`src/rtl/pokemon_gfx_pkg.sv`:
```
// Shared graphics types and constants for the sprite/map blit path.
// Framebuffer geometry, colour key and the blitter state encoding live here.
package pokemon_gfx_pkg;

  typedef logic [18:0] addr_t;
  typedef logic [23:0] rgb_t;

  localparam int   FB_W            = 240;
  localparam int   FB_H            = 160;
  localparam rgb_t TRANSPARENT_KEY = 24'hFF00FF;

  typedef enum logic [1:0] {
    IDLE,
    SCAN,
    DRAIN,
    FINISH
  } blit_state_t;

endpackage

```
`src/rtl/blit_scan_counter.sv`:
```
// Raster cx/cy counter for the blit window.
// Walks columns first, then rows, and flags the final pixel of the window.
module blit_scan_counter (
  input  logic       clk_i,
  input  logic       rst_ni,
  input  logic       load_i,
  input  logic       advance_i,
  input  logic [7:0] width_i,
  input  logic [7:0] height_i,
  output logic [7:0] cx_o,
  output logic [7:0] cy_o,
  output logic       last_o
);

  logic [7:0] cx_q, cx_d;
  logic [7:0] cy_q, cy_d;
  logic       row_end;

  always_comb begin
    row_end = (cx_q == width_i - 8'd1);
    cx_d    = cx_q;
    cy_d    = cy_q;
    if (load_i) begin
      cx_d = '0;
      cy_d = '0;
    end else if (advance_i) begin
      if (row_end) begin
        cx_d = '0;
        cy_d = cy_q + 8'd1;
      end else begin
        cx_d = cx_q + 8'd1;
      end
    end
  end

  always_ff @(posedge clk_i) begin
    if (!rst_ni) begin
      cx_q <= '0;
      cy_q <= '0;
    end else begin
      cx_q <= cx_d;
      cy_q <= cy_d;
    end
  end

  assign cx_o   = cx_q;
  assign cy_o   = cy_q;
  assign last_o = row_end && (cy_q == height_i - 8'd1);

endmodule

```
`src/rtl/sprite_blitter.sv`:
```
// Rectangle copy engine: scans a source window, then writes the decoded RGB
// into the framebuffer one cycle later with colour-key and screen clipping.
module sprite_blitter #(
  parameter int          FB_W = pokemon_gfx_pkg::FB_W,
  parameter int          FB_H = pokemon_gfx_pkg::FB_H,
  parameter logic [23:0] KEY  = pokemon_gfx_pkg::TRANSPARENT_KEY
) (
  input  logic        Clk,
  input  logic        Reset_n,
  input  logic        start,
  input  logic [18:0] src_base,
  input  logic [9:0]  src_stride,
  input  logic [7:0]  width,
  input  logic [7:0]  height,
  input  logic [7:0]  dst_x,
  input  logic [7:0]  dst_y,
  input  logic        key_en,
  output logic [18:0] src_read_address,
  input  logic [23:0] src_data,
  output logic [18:0] fb_write_address,
  output logic [23:0] fb_data,
  output logic        fb_we,
  output logic        busy,
  output logic        done
);

  import pokemon_gfx_pkg::*;

  blit_state_t state_q, state_d;

  addr_t      src_base_q;
  logic [9:0] stride_q;
  logic [7:0] width_q, height_q, dst_x_q, dst_y_q;
  logic       key_en_q;

  logic       valid_q, valid_d;
  logic       clip_q, clip_d;
  addr_t      wr_addr_q, wr_addr_d;

  logic       load, advance, last;
  logic [7:0] cx, cy;
  logic [8:0] sum_x, sum_y;

  blit_scan_counter u_counter (
    .clk_i     (Clk),
    .rst_ni    (Reset_n),
    .load_i    (load),
    .advance_i (advance),
    .width_i   (width_q),
    .height_i  (height_q),
    .cx_o      (cx),
    .cy_o      (cy),
    .last_o    (last)
  );

  always_comb begin
    state_d = state_q;
    load    = 1'b0;
    advance = 1'b0;
    unique case (state_q)
      IDLE: begin
        if (start) begin
          load    = 1'b1;
          state_d = (width == 8'd0 || height == 8'd0) ? FINISH : SCAN;
        end
      end
      SCAN: begin
        advance = 1'b1;
        if (last) state_d = DRAIN;
      end
      DRAIN:   state_d = FINISH;
      FINISH:  state_d = IDLE;
      default: state_d = IDLE;
    endcase
  end

  // Destination sums are 9 bits wide so off-screen pixels clip instead of wrapping.
  always_comb begin
    sum_x     = {1'b0, dst_x_q} + {1'b0, cx};
    sum_y     = {1'b0, dst_y_q} + {1'b0, cy};
    clip_d    = (sum_x >= 9'(FB_W)) || (sum_y >= 9'(FB_H));
    wr_addr_d = addr_t'(sum_y) * addr_t'(FB_W) + addr_t'(sum_x);
    valid_d   = (state_q == SCAN);
  end

  always_ff @(posedge Clk) begin
    if (!Reset_n) begin
      state_q    <= IDLE;
      src_base_q <= '0;
      stride_q   <= '0;
      width_q    <= '0;
      height_q   <= '0;
      dst_x_q    <= '0;
      dst_y_q    <= '0;
      key_en_q   <= 1'b0;
      valid_q    <= 1'b0;
      clip_q     <= 1'b0;
      wr_addr_q  <= '0;
    end else begin
      state_q <= state_d;
      valid_q <= valid_d;
      if (state_q == IDLE && start) begin
        src_base_q <= src_base;
        stride_q   <= src_stride;
        width_q    <= width;
        height_q   <= height;
        dst_x_q    <= dst_x;
        dst_y_q    <= dst_y;
        key_en_q   <= key_en;
      end
      if (valid_d) begin
        clip_q    <= clip_d;
        wr_addr_q <= wr_addr_d;
      end
    end
  end

  assign src_read_address = (state_q == SCAN)
                          ? src_base_q + addr_t'(cy) * addr_t'(stride_q) + addr_t'(cx)
                          : '0;

  // Source RAM output is registered, so the write stage lines up with valid_q.
  assign fb_we            = valid_q && !clip_q && !(key_en_q && (src_data == KEY));
  assign fb_data          = valid_q ? src_data : '0;
  assign fb_write_address = wr_addr_q;
  assign busy             = (state_q == SCAN) || (state_q == DRAIN);
  assign done             = (state_q == FINISH);

endmodule

```
`config.mk`:
```
export PLATFORM = sky130hd
export DESIGN_NAME = sprite_blitter
export DESIGN_NICKNAME = d
export VERILOG_FILES = /design/src/rtl/pokemon_gfx_pkg.sv /design/src/rtl/blit_scan_counter.sv /design/src/rtl/sprite_blitter.sv
export SDC_FILE = /design/constraint.sdc
export NUM_CORES = 1
export LEC_CHECK = 0
export CORE_MARGIN = 5
export CORE_UTILIZATION = 40
export CTS_CLUSTER_DIAMETER = 200
export DETAILED_ROUTE_END_ITERATION = 12
export MAX_ROUTING_LAYER = met4
export PLACE_DENSITY = 0.74
export SLEW_MARGIN = 40
export SYNTH_ARGS = -nofsm -noshare
export SYNTH_HDL_FRONTEND = slang
export SYNTH_HIERARCHICAL = 1
export SYNTH_SLANG_ARGS = --single-unit
```
`constraint.sdc`:
```
create_clock -name Clk -period 13.2 [get_ports Clk]
set_clock_uncertainty 0.1 [all_clocks]
set_input_delay 1.98 -clock Clk [delete_from_list [all_inputs] [get_ports Clk]]
set_output_delay 1.98 -clock Clk [all_outputs]
set_load 0.005 [all_outputs]
```
=== After elaboration in Yosys (flattened, before gate mapping) ===
Index checks and enable logic that the tools add are counted.

* Add/sub/neg operators: 9
* $mul: 2
* Order comparisons: 2
* Eq/ne operators: 8
* Multiplexer cells: 10
* Bitwise logic cells: 1
* Reductions and logical operators: 16

{| class="wikitable"
|+ Operators with widths
! operator !! count
|-
| 24-bit == test (second input constant) || 1
|-
| 24-bit 2-to-1 mux || 1
|-
| 19-bit by 18-bit adder with 19-bit output || 1
|-
| 19-bit by 8-bit adder with 19-bit output || 1
|-
| 19-bit 2-to-1 mux || 1
|-
| 17-bit by 9-bit adder with 18-bit output || 1
|-
| 8-bit by 8-bit adder with 9-bit output || 2
|-
| 9-bit by 8-bit >= comparator with 1-bit output (second input constant) || 2
|-
| 8-bit by 10-bit multiplier with 18-bit output || 1
|-
| 8-bit by 1-bit adder with 8-bit output (second input constant) || 2
|-
| 8-bit == test || 2
|-
| 8-bit logical NOT || 2
|-
| 8-bit by 1-bit subtractor with 8-bit output (second input constant) || 2
|-
| 9-bit by 4-bit multiplier with 13-bit output (second input constant) || 1
|-
| 8-bit 2-to-1 mux || 1
|-
| 2-bit case mux with 4 select lines || 1
|-
| 2-bit 2-to-1 mux || 3
|-
| 1-bit logical AND || 5
|-
| 2-bit == test (second input constant) || 2
|-
| 2-bit AND reduction || 2
|-
| 1-bit logical OR || 3
|-
| 1-bit 2-to-1 mux || 3
|-
| 2-bit by 1-bit == test with 1-bit output (second input constant) || 1
|-
| 1-bit logical NOT || 2
|-
| other kinds (5) || 5
|}

* Bits in registers: 101
* Input bits: 89
* Output and inout bits: 65
* Word-level logic and storage cells: 61

=== Longest topological paths before layout ===
* Word-level depth: 5
* Depth in mapped cells: 21
* Depth with buffers taken out: 20

=== By module ===
Netlist, hierarchy kept.

{| class="wikitable"
|+ By module, submodules not included
! module !! times used !! cells each !! area each (sq um) !! sequential area each (sq um)
|-
| sprite_blitter || 1 || 1,058 || 8,692.1 || 1,681.6
|-
| blit_scan_counter || 1 || 157 || 1,228.7 || 320.3
|}

=== Least setup slack after synthesis ===
No wires, ideal clock.

* Path kind: flip-flop to output port
* Start point: register u_counter.cy_q[1], in the netlist u_counter/cy_o[1]
* End point: output port src_read_address[18]
* Data arrival time: 5.016 ns
* Required time: 11.120 ns
* Setup slack: 6.104 ns
* Cell stages (with the launch flop): 20
* Path buffers: 1
* Cell sequence: dfxtp_1 > clkbuf_1 > nand2_1 > fa_1 > inv_1 > fa_1 > inv_1 > fa_1 > inv_1 > fa_1 > inv_1 > fa_1 > inv_1 > ha_1 > or4_1 > a21oi_1 > o31a_1 > o31ai_1 > xnor2_1 > nor2_1

* Word-level cells in the longest chain between the ends: 4

{| class="wikitable"
|+ Ends and longest elaborated chain
! item !! RTL line !! RTL
|-
| start, declared || blit_scan_counter.sv:16 || <nowiki>logic [7:0] cy_q, cy_d;</nowiki>
|-
| start signal, assigned || blit_scan_counter.sv:42 || <nowiki>cy_q <= cy_d;</nowiki>
|-
| 8-bit by 10-bit multiplier with 18-bit output || sprite_blitter.sv:119 || <nowiki>? src_base_q + addr_t'(cy) * addr_t'(stride_q) + addr_t'(cx)</nowiki>
|-
| 19-bit by 18-bit adder with 19-bit output || sprite_blitter.sv:119 ||
|-
| 19-bit by 8-bit adder with 19-bit output || sprite_blitter.sv:119 ||
|-
| 19-bit 2-to-1 mux || sprite_blitter.sv:119 ||
|-
| end, declared || sprite_blitter.sv:18 || <nowiki>output logic [18:0] src_read_address,</nowiki>
|}

No other way between the ends.

=== Worst setup path in the final report ===
Same ends and word-level chain as after synthesis.

==> results.md <==
* Die Span X at 167 um
* Status: complete, no violations
* Die area at 28100 um2
* CP Class: flop to output port
* Pre-CTS setup slack at 5300 ps
* CTS Buf Count at 9
* Buf+Inv Stages, Crit Path at 6
* Worst-Margin Slew at about 820 ps
* Final TNS setup at 0 ps
* Yosys warnings at 6
* Remaining DRCs at 0
* Sink Count at 100
* Initial antenna violation count at 0
* Crit start category: flop
* Slew headroom at between 40% and 50%
* Gate Count Post-Synth at between 1k and 1.5k
* Ys flop type: dfxtp_1
* # diodes at 0
* Clock power frac at 19.9%
* Slew Viols, Final at 0
* Tcrit/Tclk final at 62.6%
* Sequential share of the synthesized area at around 20%
* Initial core utilization at approximately two fifths
* Vias in the first global route at 8392
* Combinational family with the most area after synthesis: adder cells
* WL final at about 26 mm
* Reg power frac at 29.7%
* Post-Synth XOR/XNOR Area at 6.28%
* Cell area after synthesis at 9920 um2
* Wire per inst at 15.3 um
* Critical-path top delay cell: dfxtp_1
* Synth Register Bits at 100
* Data arrival time of the worst path at 6180 ps
* CTS resizes at 0
* Design area at 12000 um2
* Crit path capture type: output port
* 1st-iter DRT viols at 583
* Met1 Usage GRT at roughly 24%
* Nets at 1614
* Setup Buffers After CTS at 0
* Leakage at 5.47 nW
* Dpl cells at 1651
* Largest net degree at the start of global routing at 76
* Post-synth EDFFs at 0
* Root Buffer: clkbuf_16
* Multiplexer area fraction after synthesis at 0.303%
* GR peak layer: met2
* Clock transition at path regs at around 70 ps
* Peak supply drop at 0.0797 mV
* CTS tree: done
* Initial DRT Pass Iterations at 5
* Placement Rows at between 50 and 60
* Top Ports at about 150
* Global-route wire length before repair at ~42 mm
* Routed vias/inst at 5.11
* Area fraction in and, or, nand and nor cells after synthesis at 21.1%
* Worst setup slack after layout at between 4000 and 5000 ps
* Global-route usage over all layers at 18.5%
* M2 GR Usage at 29.8%
* Switch share at 41.3%
* CTS max path bufs at 2
* Finished Core Util at between 40% and 50%
* Syn_nets at 1491
* RePlAce Congestion at 0.870
* Unrepaired setup endpoints after global routing: no
* Average cell area after synthesis at 8.17 um2
* Final cell count without fillers at around 1.7k
* Share of cells above drive strength 1 at under 10%
* Top-count cell post-synth: nand2_1
* Delay-heaviest family, CP: adder cells
* Antenna viol nets, final at 0
* Via count at 8524
* Final setup viols at 0
* Post-layout min period at between 8000 and 9000 ps
* Dpl cell area at roughly 12000 um2
* Max stage delay on crit path at 770 ps
* Hold WS at 353 ps
* Async set-reset flop share out of synthesis at 0%
* Fmax at 121 MHz
* Layout area overhead at 21.0%
* Top post-synthesis cells by area: dfxtp_1 20%, fa_1 16%, ha_1 13%
* Power Dens Cells at 120 nW/um2
* Most frequent cells after synthesis: 189 x nand2_1, 152 x inv_1, 107 x a21oi_1, 107 x ha_1, 100 x dfxtp_1
* Critical path required time at 11120 ps
* Cell variety after synth at between 70 and 80
* Maxcap violations at 0
* H-tree levels at 3
* Overall power at around 1.4 mW
* Leading area contributor after synthesis: dfxtp_1
* Core footprint at 24400 um2
* Critical-path cell list: nand2_1, fa_1, inv_1, fa_1, inv_1, fa_1, inv_1, fa_1, inv_1, fa_1, inv_1, ha_1, or4_1, a21oi_1, o31a_1, o31ai_1, xnor2_1, nor2_1, clkdlybuf4s50_1
* Hold Crit Class: flop to flop
* Crit Path Max Fanout at 17
* Post-CTS Hold Buffers at 0
* Sw power at 594 uW
* Die Ht at 167 um
* Yosys top cell area share at between 20% and 30%
* Post-detail-place hpwl at slightly above 20 mm
* Pint at ~850 uW
* Grt total ovfl at 0
* Met3 Resource Use GR at 3.04%
* Area fraction in compound gates after synthesis at 14.5%
* Clk_lat worst skew at 360 ps
* Final Hold Fails at 0
* Gate power share at 50.4%
* Port bufs at 152
* Synth Area in Adders at 29.7%
-- power groups by stage --
stage	Sequential (mW)	Clock, mW	Combinational [mW]
after floorplan	0.410	0	0.505
after global placement	0.431	0	0.710
after detailed placement	0.434	0	0.727
after CTS	0.427	0.294	0.733
after global routing	0.437	0.305	0.812
final	0.428	0.287	0.726
-- logic make-up (layout without fill, tap and decap cells) --
kind of cell / after synthesis / in the layout
AND/OR/NAND/NOR: 424 / 424
other: 1 / 1
AO/OA/AOI/OAI: 231 / 231
XOR/XNOR: 67 / 67
flip-flops: 100 / 100
adder cells (fa/ha/maj): 188 / 188
multiplexers: 3 / 3
buffers and inverters: 201 / 329
-- registers in the layout, indices dropped and copies added (netlist names) --
| register | flops |
|---|---|
| key_en_q | 1 |
| height_q | 8 |
| dst_y_q | 8 |
| fb_write_address | 18 |
| dst_x_q | 8 |
| clip_q | 1 |
| valid_q | 1 |
| state_q | 2 |
| u_counter/cy_o | 8 |
| stride_q | 10 |
| width_q | 8 |
| u_counter/cx_o | 8 |
| src_base_q | 19 |
-- area by class of cell --
class,instances,area [um2]
Tap cell,324,405
Inverter,156,586
Multi-Input combinational cell,914,7140
Clock inverter,6,77.6
Clock buffer,10,239
Sequential cell,100,2000
Fill cell,2329,12400
Timing Repair Buffer,157,1560
-- worst paths after layout --
path | slack (ps) | to | startpoint | cells past startpoint
max reg2reg | 8130 | fb_write_address[16]$_SDFFE_PN0P_ | u_counter/cy_o[0]$_SDFFE_PP0P_ | 18
min reg2reg | 350 | src_base_q[14]$_SDFFE_PN0P_ | src_base_q[14]$_SDFFE_PN0P_ | 2
max | 4940 | src_read_address[18] | u_counter/cy_o[1]$_SDFFE_PP0P_ | 19
min | 350 | src_base_q[14]$_SDFFE_PN0P_ | src_base_q[14]$_SDFFE_PN0P_ | 2
-- tightest hold or removal path: stages, from the launching register on --
cell and delay [ps]:
dfxtp_1 310, nand2_1 50, a21oi_1 50
-- routing by layer --
layer,routed length (um),up-vias
met4,531,0
met1,11500,3996
met2,11900,242
met5,0,-
met3,1580,40
li1,-,4246
-- cells in the final DEF (no fill, tap or decap), types with 20 or more instances in the layout --
cell / instances
o21ai_0: 25
and2_1: 76
fa_1: 80
xnor2_1: 40
ha_1: 107
dfxtp_1: 100
clkdlybuf4s50_1: 152
a21oi_1: 107
nor2_1: 46
inv_1: 151
nand2_1: 188
a21o_1: 20
xor2_1: 23
No activity file was read; power rests on OpenSTA's default activity.
